## src/rtl/axi_wr_req_arbiter.sv

```systemverilog
// Round-robin arbiter sharing one AXI write controller among NUM_REQ requesters.
// One transaction outstanding at a time; grant and mux are held until the response returns.
//   state | meaning
//   IDLE  | no grant; searching req_valid from rr_ptr
//   GRANT | grant asserted, one-cycle wr_trn_en start pulse
//   BUSY  | grant/mux held, watchdog running, waiting for wr_rsp_en_d
//   DONE  | response pulsed to granted requester, rr_ptr advanced
module axi_wr_req_arbiter #(
   parameter int NUM_REQ      = 4,
   parameter int addr_width   = 32,
   parameter int data_width   = 64,
   parameter int strobe_width = data_width/8,
   parameter int TIMEOUT_CYC  = 1024,
   parameter int CMD_W        = addr_width+20
) (
   input  logic                            AClk,
   input  logic                            ARst,
   input  logic [NUM_REQ-1:0]              req_valid,
   input  logic [NUM_REQ*CMD_W-1:0]        req_cmd,
   input  logic [NUM_REQ*data_width-1:0]   req_wdata,
   input  logic [NUM_REQ*strobe_width-1:0] req_wstrb,
   output logic [NUM_REQ-1:0]              req_grant,
   output logic [NUM_REQ-1:0]              rsp_valid,
   output logic [1:0]                      rsp_bresp,
   output logic [3:0]                      rsp_bid,
   output logic [addr_width-1:0]           awaddr_d,
   output logic [3:0]                      TXN_ID_W_d,
   output logic [1:0]                      awburst_d,
   output logic [3:0]                      awlen_d,
   output logic [2:0]                      awsize_d,
   output logic [1:0]                      awlock_d,
   output logic [1:0]                      awcache_d,
   output logic [2:0]                      awprot_d,
   output logic [data_width-1:0]           wdata_d,
   output logic [strobe_width-1:0]         wstrb_d,
   output logic                            wr_trn_en,
   input  logic [1:0]                      bresp_d,
   input  logic [3:0]                      bid_d,
   input  logic                            wr_rsp_en_d,
   output logic                            busy,
   output logic                            timeout_err
);

   localparam int IDX_W = (NUM_REQ > 1) ? $clog2(NUM_REQ) : 1;
   localparam int CNT_W = $clog2(TIMEOUT_CYC+1);
   localparam logic [CNT_W-1:0] CNT_TC    = CNT_W'(TIMEOUT_CYC);
   localparam logic [CNT_W-1:0] CNT_TC_M1 = CNT_W'(TIMEOUT_CYC-1);
   localparam logic [IDX_W-1:0] IDX_LAST  = IDX_W'(NUM_REQ-1);

   typedef enum logic [1:0] {ST_IDLE, ST_GRANT, ST_BUSY, ST_DONE} state_t;

   state_t             state, state_nxt;
   logic [IDX_W-1:0]   gnt_idx, gnt_idx_nxt, rr_ptr, sel_idx;
   logic               sel_found;
   logic [CNT_W-1:0]   wd_cnt;
   logic [NUM_REQ-1:0] gnt_onehot, gnt_onehot_nxt;
   logic [CMD_W-1:0]   cmd_sel;
   logic               grant_act;

   // Upward search from rr_ptr; iterating downward lets the nearest set bit win.
   always_comb begin
      int j;
      j         = 0;
      sel_idx   = rr_ptr;
      sel_found = 1'b0;
      for (int i = NUM_REQ-1; i >= 0; i--) begin
         j = int'(rr_ptr) + i;
         if (j >= NUM_REQ) j = j - NUM_REQ;
         if (req_valid[IDX_W'(j)]) begin
            sel_idx   = IDX_W'(j);
            sel_found = 1'b1;
         end
      end
   end

   always_comb begin
      state_nxt   = state;
      gnt_idx_nxt = gnt_idx;
      case (state)
         ST_IDLE: begin
            if (sel_found) begin
               state_nxt   = ST_GRANT;
               gnt_idx_nxt = sel_idx;
            end
         end
         ST_GRANT: state_nxt = ST_BUSY;
         ST_BUSY:  if (wr_rsp_en_d) state_nxt = ST_DONE;
         ST_DONE:  state_nxt = ST_IDLE;
         default:  state_nxt = ST_IDLE;
      endcase
   end

   always_ff @(posedge AClk) begin
      if (ARst) state <= ST_IDLE;
      else      state <= state_nxt;
   end

   assign gnt_onehot     = NUM_REQ'(1) << gnt_idx;
   assign gnt_onehot_nxt = NUM_REQ'(1) << gnt_idx_nxt;

   // Registered outputs are computed from the next state so they line up with it.
   always_ff @(posedge AClk) begin
      if (ARst) begin
         gnt_idx     <= '0;
         rr_ptr      <= '0;
         wd_cnt      <= '0;
         req_grant   <= '0;
         rsp_valid   <= '0;
         rsp_bresp   <= '0;
         rsp_bid     <= '0;
         wr_trn_en   <= 1'b0;
         busy        <= 1'b0;
         timeout_err <= 1'b0;
      end else begin
         gnt_idx   <= gnt_idx_nxt;
         wr_trn_en <= (state_nxt == ST_GRANT);
         busy      <= (state_nxt != ST_IDLE);
         req_grant <= (state_nxt == ST_GRANT || state_nxt == ST_BUSY) ? gnt_onehot_nxt : '0;
         rsp_valid <= (state_nxt == ST_DONE) ? gnt_onehot : '0;
         if (state == ST_BUSY) begin
            if (wr_rsp_en_d) begin
               rsp_bresp <= bresp_d;
               rsp_bid   <= bid_d;
               wd_cnt    <= '0;
            end else if (wd_cnt != CNT_TC) begin
               wd_cnt <= wd_cnt + 1'b1;
               if (wd_cnt == CNT_TC_M1) timeout_err <= 1'b1;
            end
         end
         if (state == ST_DONE) rr_ptr <= (gnt_idx == IDX_LAST) ? '0 : gnt_idx + 1'b1;
      end
   end

   assign grant_act = (state == ST_GRANT) || (state == ST_BUSY);

   always_comb begin
      cmd_sel = '0;
      wdata_d = '0;
      wstrb_d = '0;
      if (grant_act) begin
         for (int i = 0; i < NUM_REQ; i++) begin
            if (gnt_idx == IDX_W'(i)) begin
               cmd_sel = req_cmd[i*CMD_W +: CMD_W];
               wdata_d = req_wdata[i*data_width +: data_width];
               wstrb_d = req_wstrb[i*strobe_width +: strobe_width];
            end
         end
      end
   end

   assign awaddr_d   = cmd_sel[addr_width-1:0];
   assign TXN_ID_W_d = cmd_sel[addr_width    +: 4];
   assign awburst_d  = cmd_sel[addr_width+4  +: 2];
   assign awlen_d    = cmd_sel[addr_width+6  +: 4];
   assign awsize_d   = cmd_sel[addr_width+10 +: 3];
   assign awlock_d   = cmd_sel[addr_width+13 +: 2];
   assign awcache_d  = cmd_sel[addr_width+15 +: 2];
   assign awprot_d   = cmd_sel[addr_width+17 +: 3];

endmodule

```

## config.mk

```make
export PLATFORM = sky130hd
export DESIGN_NAME = axi_wr_req_arbiter
export DESIGN_NICKNAME = d
export VERILOG_FILES = /design/src/rtl/axi_wr_req_arbiter.sv
export SDC_FILE = /design/constraint.sdc
export NUM_CORES = 1
export LEC_CHECK = 0
export CAP_MARGIN = 40
export CORE_AREA = 2 2 250 252
export CTS_BUF_LIST = sky130_fd_sc_hd__clkbuf_4
export DETAILED_ROUTE_END_ITERATION = 6
export DIE_AREA = 0 0 252 254
export DONT_BUFFER_PORTS = 1
export SLEW_MARGIN = 20
export SYNTH_ARGS = -nofsm -noshare
export SYNTH_HDL_FRONTEND = slang
export SYNTH_SLANG_ARGS = --single-unit
```

## constraint.sdc

```tcl
create_clock -name AClk -period 2.55 [get_ports AClk]
set_input_delay 0.51 -clock AClk [delete_from_list [all_inputs] [get_ports AClk]]
set_output_delay 0.51 -clock AClk [all_outputs]
set_load 0.005 [all_outputs]
```

==> summary.md, run 1 <==
| Metric | Value |
|---|---|
| Outcome | `finished, violations left` |
| Failing checks | `DRC, setup timing` |
| Worst-path cell chain | `inv_4, ha_4, nor2b_4, buf_12, buf_16, buf_16, buf_4, a221oi_2, a211o_1, a21boi_2, buf_6` |
| Hold_buf cts | `0` |
| Fraction of layout instances using a drive strength above 1 | `44.9%` |
| Gr usage total | `~13%` |
| Final Instance Count excl. Fillers | `1836` |
| Largest net degree at the start of global routing | `74` |
| Hold/Removal Path Class | `in -> reg` |
| Setup ws final | `-211 ps` |
| DP HPWL | `roughly 36000 µm` |
| Gate Count Post-Synth | `between 900 and 1000` |
| Core Area | `around 0.061 mm²` |
| Endpoints failing setup | `between 100 and 150` |
| Ports | `650` |
| Worst Path Max Fanout | `6` |
| Antenna violations before repair | `10` |
| DRC viols | `4` |
| GP Congestion | `0.932` |
| Peak Freq | `362 MHz` |
| WL final | `approximately 48000 µm` |
| Post-synth EDFFs | `0` |
| Async SR Flop Fraction | `0%` |
| Max transition margin | `~61%` |
| DIE HEIGHT | `around 250 µm` |
| Startpoint Class | `flip-flop` |
| RSZ-0062 raised after global routing | `yes` |
| Final Core Density | `17.8%` |
| Top-count cell post-synth | `nand2_1` |
| Final Cycle Share | `108%` |
| CP top delay family | `buffers and inverters` |
| Combinational share of power | `88.1%` |
| Cts bufs inserted | `5` |
| Nets@finish | `1563` |
| Via count | `roughly 8300` |
| CTS Root Cell | `clkbuf_4` |
| Terminus of the critical flop-to-flop path | `req_grant[3]$_SDFF_PP0_` |
| MaxCap Viol Count | `0` |
| Most used DFF post-synth | `dfxtp_1` |
| CP Capture Type | `output pin` |
| Htree depth | `2` |
| Die ar. | `0.0640 mm²` |
| CTS tree | `done` |
| Seq/Total Area, Yosys | `10.1%` |
| Hold Crit Start | `ARst` |
| Final ANT Viol Nets | `0` |
| Min Tclk post-route | `around 2800 ps` |
| Yosys top cell by area | `a211o_1` |
| Clock power share | `about 3.7%` |
| Routed len/inst | `about 26 µm` |
| Initial Util | `between 10% and 20%` |
| Most frequent CP cell | `buf_16` |
| Flop pwr share | `roughly 8.3%` |
| Switching share of power | `between 40% and 50%` |
| Hold path cells | `1` |
| First-pass GRT wire length | `about 58000 µm` |
| Grt total ovfl | `0` |
| Syn Area/Cell | `7.39 µm²` |
| Synth warnings | `0` |
| Post-synthesis cell area | `between 0.006 and 0.007 mm²` |
| Largest stage delay, worst path | `400 ps` |
| Via/cell ratio | `4.54` |
| Area contributors post-synth | `a211o_1 (16%), a221oi_2 (16%), dfxtp_1 (10%)` |
| Power Dens Cells | `between 600 and 700 mW/mm²` |
| Pin slew with the least headroom to its limit | `approximately 570 ps` |
| R2R Path Start | `state[0]$_SDFF_PP0_` |
| Clk Latency, worst-skew pair | `340 ps` |
| Final Hold Fails | `0` |
| 1st-iter DRT viols | `between 700 and 800` |
| Sw Pwr | `between 3 and 4 mW` |
| Static leakage | `4.31 nW` |
| Critical path buffers and inverters | `6` |
| Worst Skew | `about 8.3 ps` |
| Clk slew on worst S/H paths | `100 ps` |
| P_int | `a little over 4 mW` |
| Peak VDD IR | `0.246 mV` |
| Mapped Nets | `1432` |
| Reg-to-reg slack, setup | `310 ps` |
| Post-synth top cells | `nand2_1 (139), inv_1 (136), a211o_1 (124)` |
| Crit path required time | `2040 ps` |
| Worst r2r path cells | `8` |
| First-pass iteration count of the detailed router | `7` |
| #FFs+latches synth | `34` |
| Die X | `around 250 µm` |
| # rows | `91` |
| Placed cells | `roughly 1700` |
| Post-synth cell types | `46` |
| Share of the synthesized area in the top cell type | `about 16%` |
| Setup TNS | `-11150 ps` |
| Fin. max-slew vios | `0` |
| Kind of critical path | `reg -> out` |
| Slowest cell on the critical path | `dfxtp_4` |
| CTS Buffer Depth | `2` |
| WHS Endpoint | `gnt_idx[0]$_SDFF_PP0_` |
| Vias in the first global route | `around 7700` |
| Port Buffer Count | `0` |
| Sink Count | `34` |
| Arrival time worst endpoint | `2250 ps` |
| Synthesis-to-layout area growth | `62.3%` |
-- sequential cells by signal (all words and copies together) (netlist names) --
register / flops
busy: 1
rsp_bid: 4
rr_ptr: 2
timeout_err: 1
wd_cnt: 11
rsp_valid: 4
rsp_bresp: 2
wr_trn_en: 1
gnt_idx: 2
req_grant: 4
state: 2
-- kinds of logic after synthesis --
family,count (synthesis),synth area share [%]
AO/OA/AOI/OAI,417,57.5
buffers and inverters,240,16.1
AND/OR/NAND/NOR,198,12.8
flip-flops,34,10.1
adder cells (fa/ha/maj),14,2.61
XOR/XNOR,3,0.391
multiplexers,3,0.447
-- worst register-to-register path, cell delays in order (launching register included) --
cell and delay, ps:
dfxtp_1 410, inv_1 130, ha_1 280, o41a_1 140
o32ai_1 380, ha_1 190, nor2b_1 210, o21ai_0 150
a211oi_1 260
-- cell usage in the layout (no fill, tap or decap), types with 3 or more instances in the layout --
cell / n
nand2_1: 139
inv_1: 134
a211o_1: 120
a21boi_2: 111
buf_4: 102
a221oi_2: 92
buf_6: 62
dfxtp_1: 32
buf_12: 28
a221oi_1: 19
nor2_1: 19
buf_8: 15
a221oi_4: 13
a21boi_1: 13
a21oi_1: 13
buf_16: 13
ha_1: 9
diode_2: 7
nand2b_1: 7
nand3_1: 7
clkbuf_16: 7
nand4_1: 6
o21ai_0: 6
nor4b_1: 6
ha_4: 5
clkbuf_4: 5
nor2b_1: 4
a211o_4: 4
a31oi_1: 4
o41a_1: 3
mux2i_1: 3
o31a_1: 3
a211oi_1: 3
-- power groups by stage --
| stage | registers (mW) | logic (mW) | clock network (mW) |
|---|---|---|---|
| 2_1_floorplan | 0.605 | 2.83 | 0 |
| 3_3_place_gp | 0.623 | 4.48 | 0 |
| 3_5_place_dp | 0.623 | 4.51 | 0 |
| 4_1_cts | 0.615 | 6.07 | 0.273 |
| 5_1_grt | 0.621 | 6.92 | 0.294 |
| 6_report | 0.614 | 6.52 | 0.270 |
-- routing by layer --
metal / routed length [µm] / up-vias / track usage, %
li1: - / 3659 / -
met1: 18200 / 3952 / 15.6
met2: 21100 / 593 / 19.9
met3: 6330 / 127 / 5.35
met4: 2540 / 4 / 6.37
met5: 24 / - / 0
-- area by class of cell --
class | instances | area (µm²)
multi-input combinational | 635 | 5830
timing repair buffer | 228 | 2820
clock inverter | 1 | 3.75
antenna | 7 | 17.5
inverter | 136 | 515
clock buffer | 5 | 37.5
fill | 6819 | 50400
tap | 790 | 988
sequential | 34 | 688
-- how the worst max path moves through the flow --
| stage | from | end | cells after the start |
|---|---|---|---|
| floorplan | gnt_idx[1]$_SDFF_PP0_ | awprot_d[1] | 10 |
| global placement | gnt_idx[0]$_SDFF_PP0_ | awaddr_d[14] | 8 |
| detailed placement | gnt_idx[1]$_SDFF_PP0_ | awaddr_d[14] | 9 |
| CTS | gnt_idx[1]$_SDFF_PP0_ | wdata_d[22] | 9 |
| global route | gnt_idx[1]$_SDFF_PP0_ | wstrb_d[3] | 11 |
| finish | gnt_idx[0]$_SDFF_PP0_ | wdata_d[15] | 11 |
-- what timing repair did --
| item | CTS | global route |
|---|---|---|
| gates resized for setup | 248 | 101 |
| gates cloned | 15 | 7 |
| setup endpoints to repair | 124 | 124 |
| pin swaps | 156 | 105 |
| setup buffers | 45 | 25 |
-- through the flow --
| stage | setup slack [ps] | total power, mW | cell area (µm²) | hold WS (ps) |
|---|---|---|---|---|
| after detailed placement | -222 | 5.14 | 8460 | 464 |
| after floorplan | 229 | 3.43 | 6720 | 442 |
| after CTS | -269 | 6.96 | 10200 | 215 |
| final | -211 | 7.40 | 10900 | 224 |
| after global placement | -590 | 5.10 | 8450 | 460 |
| after global routing | -322 | 7.84 | 10900 | 209 |
(Power assumes the default switching activity.)
==> inputs of run 2 (changes only) <==
--- a/config.mk
+++ b/config.mk
@@ -6,12 +6,12 @@
 export NUM_CORES = 1
 export LEC_CHECK = 0
 export CAP_MARGIN = 40
-export CORE_AREA = 2 2 250 252
+export CORE_AREA = 2 2 252 254
 export CTS_BUF_LIST = sky130_fd_sc_hd__clkbuf_4
 export DETAILED_ROUTE_END_ITERATION = 6
-export DIE_AREA = 0 0 252 254
+export DIE_AREA = 0 0 254 256
 export DONT_BUFFER_PORTS = 1
-export SLEW_MARGIN = 20
+export SLEW_MARGIN = 5
 export SYNTH_ARGS = -nofsm -noshare
 export SYNTH_HDL_FRONTEND = slang
 export SYNTH_SLANG_ARGS = --single-unit
==> run 2 against run 1 <==
Against the previous run: largest power group unchanged; cell area is 5.2% lower; clock power increased by 53%; the run ends with setup timing left; register-to-register slack worse by 120 ps; power fell by 4.4%; critical endpoint is now wstrb_d[5]; maximum frequency shrank 3.7%; non-clock buffer count down 38; critical path depth shrank 1; clock skew up 2.1 ps.
==> summary.md, run 2 (same netlist as run 1, synthesis figures left out) <==
| Metric | Value |
|---|---|
| Outcome | `finished, violations left` |
| Failing checks | `setup timing` |
| CP startpoint | `gnt_idx[0]$_SDFF_PP0_` |
| Vias in the first global route | `7352 (-4.1%)` |
| Slowest cell on the critical path | `dfxtp_2` |
| Port Buffer Count | `0 (unchanged)` |
| R2R Path Start | `state[0]$_SDFF_PP0_` |
| Arrival time worst endpoint | `2360 ps (+110 ps)` |
| DRC viols | `0 (-4)` |
| Worst Skew | `10.4 ps (+2.13 ps)` |
| Final Instance Area | `0.0103 mm² (-5.2%)` |
| Antenna violations before repair | `14 (+4)` |
| Kind of critical path | `reg -> out` |
| Final Cycle Share | `112% (+4.2 points)` |
| Power Dens Cells | `684 mW/mm² (+0.79%)` |
| Most frequent CP cell | `buf_6` |
| Core Area | `0.0624 mm² (+1.9%)` |
| CP Capture Type | `output pin` |
| Fin. max-slew vios | `0 (unchanged)` |
| Final Hold Fails | `0 (unchanged)` |
| RSZ-0062 raised after global routing | `yes` |
| Ports | `650 (unchanged)` |
| Die X | `254 µm (+0.79%)` |
| Via/cell ratio | `4.37 (-3.8%)` |
| Reg-to-reg slack, setup | `190 ps (-120 ps)` |
| CTS tree | `done` |
| DIE HEIGHT | `256 µm (+0.79%)` |
| WL final | `46000 µm (-4.8%)` |
| Setup ws final | `-318 ps (-106 ps)` |
| Max transition margin | `58.1% (-3.3 points)` |
| 1st-iter DRT viols | `658 (-16%)` |
| Via count | `8119 (-2.6%)` |
| CTS Buffer Depth | `2 (unchanged)` |
| Peak Freq | `349 MHz (-3.7%)` |
| Dpl cell area | `0.00855 mm² (+1.0%)` |
| Hold/Removal Path Class | `in -> reg` |
| Hold_buf cts | `0 (unchanged)` |
| Largest Register | `wd_cnt` |
| Pin slew with the least headroom to its limit | `622 ps (+50.9 ps)` |
| Commonest cells after routing, fill and taps aside | `nand2_1 (139), inv_1 (134), a211o_1 (123), buf_4 (113), a21boi_2 (92)` |
| First-pass iteration count of the detailed router | `5 (-2)` |
| Sink Count | `34 (unchanged)` |
| Worst-path cell chain | `buf_6, ha_4, nor2b_4, buf_12, buf_16, buf_6, a221oi_2, a211o_1, a21boi_2, buf_4` |
| MaxCap Viol Count | `0 (unchanged)` |
| Peak VDD IR | `0.272 mV (+11%)` |
| GP Congestion | `0.939 (+0.73%)` |
| Clk Latency, worst-skew pair | `360 ps (+20 ps)` |
| First-pass GRT wire length | `55600 µm (-4.8%)` |
| Gr usage total | `12.0% (-1.0 points)` |
| Clk slew on worst S/H paths | `120 ps (+20 ps)` |
| Most common cell after layout, fill and taps aside | `nand2_1` |
| Cts bufs inserted | `5 (unchanged)` |
| Worst Path Max Fanout | `8 (+2)` |
| Min Tclk post-route | `2870 ps (+106 ps)` |
| Fraction of layout instances using a drive strength above 1 | `40.3% (-4.6 points)` |
| Initial Util | `10.8% (-0.20 points)` |
| DP HPWL | `35800 µm (-1.2%)` |
| Grt total ovfl | `0 (unchanged)` |
| Largest stage delay, worst path | `350 ps (-50 ps)` |
| Endpoints failing setup | `123 (+14%)` |
| Hold Crit Start | `ARst` |
| Final ANT Viol Nets | `0 (unchanged)` |
| Largest net degree at the start of global routing | `68 (-8.1%)` |
| # rows | `92 (+1.1%)` |
| Htree depth | `2 (unchanged)` |
| Die ar. | `0.0650 mm² (+1.6%)` |
| Startpoint Class | `flip-flop` |
| Static leakage | `4.06 nW (-5.8%)` |
| Crit path required time | `2040 ps (about the same)` |
| CTS Root Cell | `clkbuf_4` |
| Nets@finish | `1525 (-2.4%)` |
| Tot Pwr | `7.07 mW (-4.4%)` |
| Synthesis-to-layout area growth | `53.9%` |
| Max reg flops | `11 (unchanged)` |
| Routed len/inst | `24.7 µm (-5.9%)` |
-- run 2: cell types whose count changed in the layout (fill, tap and decap cells not counted), sizes merged --
| cell | previous run | this run |
|---|---|---|
| buf | 220 | 180 |
| diode | 7 | 10 |
| clkinvlp | 0 | 2 |
| bufbuf | 1 | 2 |
| bufinv | 0 | 1 |
| clkbuf | 12 | 13 |
| clkinv | 1 | 0 |
-- run 2: per-layer routing --
layer	vias up	part of all wire, %	track usage, %
met5	-	0.10	0
met4	8	3.5	4.22
met3	85	14	6.32
met2	559	45	18.9
met1	3889	37	13.8
li1	3578	-	-
-- run 2: what timing repair did --
item	4_1_cts	5_1_grt
gates cloned	6	9
pin swaps	93	163
setup endpoints to repair	124	124
buffers inserted	21	18
resized for setup	153	113
-- run 2: through the flow --
stage / hold slack, ps / cells / utilization (%) / setup TNS [ps] / worst slack [ps]
after CTS: 200 / 1832 / 15.2 / -20680 / -343
after global routing: 174 / 1856 / 16.6 / -38870 / -441
after floorplan: 442 / 909 / - / 0 / 229
after detailed placement: 467 / 1797 / 13.7 / -257 / -126
after global placement: 458 / 1797 / 13.7 / -164 / -42.8
final: 197 / 1859 / 16.6 / -24870 / -318
-- run 2: power by group --
| group | switching (mW) | leakage [nW] | internal (mW) |
|---|---|---|---|
| registers | 0.0368 | 0.276 | 0.570 |
| logic | 2.91 | 3.75 | 3.14 |
| clock network | 0.207 | 0.0375 | 0.205 |
-- run 2: path summary, 6_finish.rpt --
path	to	depth (start not counted)
worst max-delay path	wstrb_d[5]	10
worst max register to register	req_grant[3]$_SDFF_PP0_	9
worst min register to register	rsp_bid[3]$_SDFFE_PP0P_	2
worst min-delay path	timeout_err$_SDFFE_PP0P_	1
-- run 2: critical path, delay by kind of cell, from the launching register on --
family / cells / cell delay [ps]
AO/OA/AOI/OAI: 3 / 550
buffers and inverters: 5 / 770
AND/OR/NAND/NOR: 1 / 140
adder cells (fa/ha/maj): 1 / 170
flip-flops: 1 / 350
-- run 2: layout make-up --
cell class,instances,area [µm²]
Antenna cell,10,25.0
Clock buffer,5,37.5
Clock inverter,3,45.0
Fill cell,7045,52100
Inverter,136,510
Multi-Input combinational cell,635,5750
Sequential cell,34,683
Tap cell,846,1060
Timing Repair Buffer,190,2230
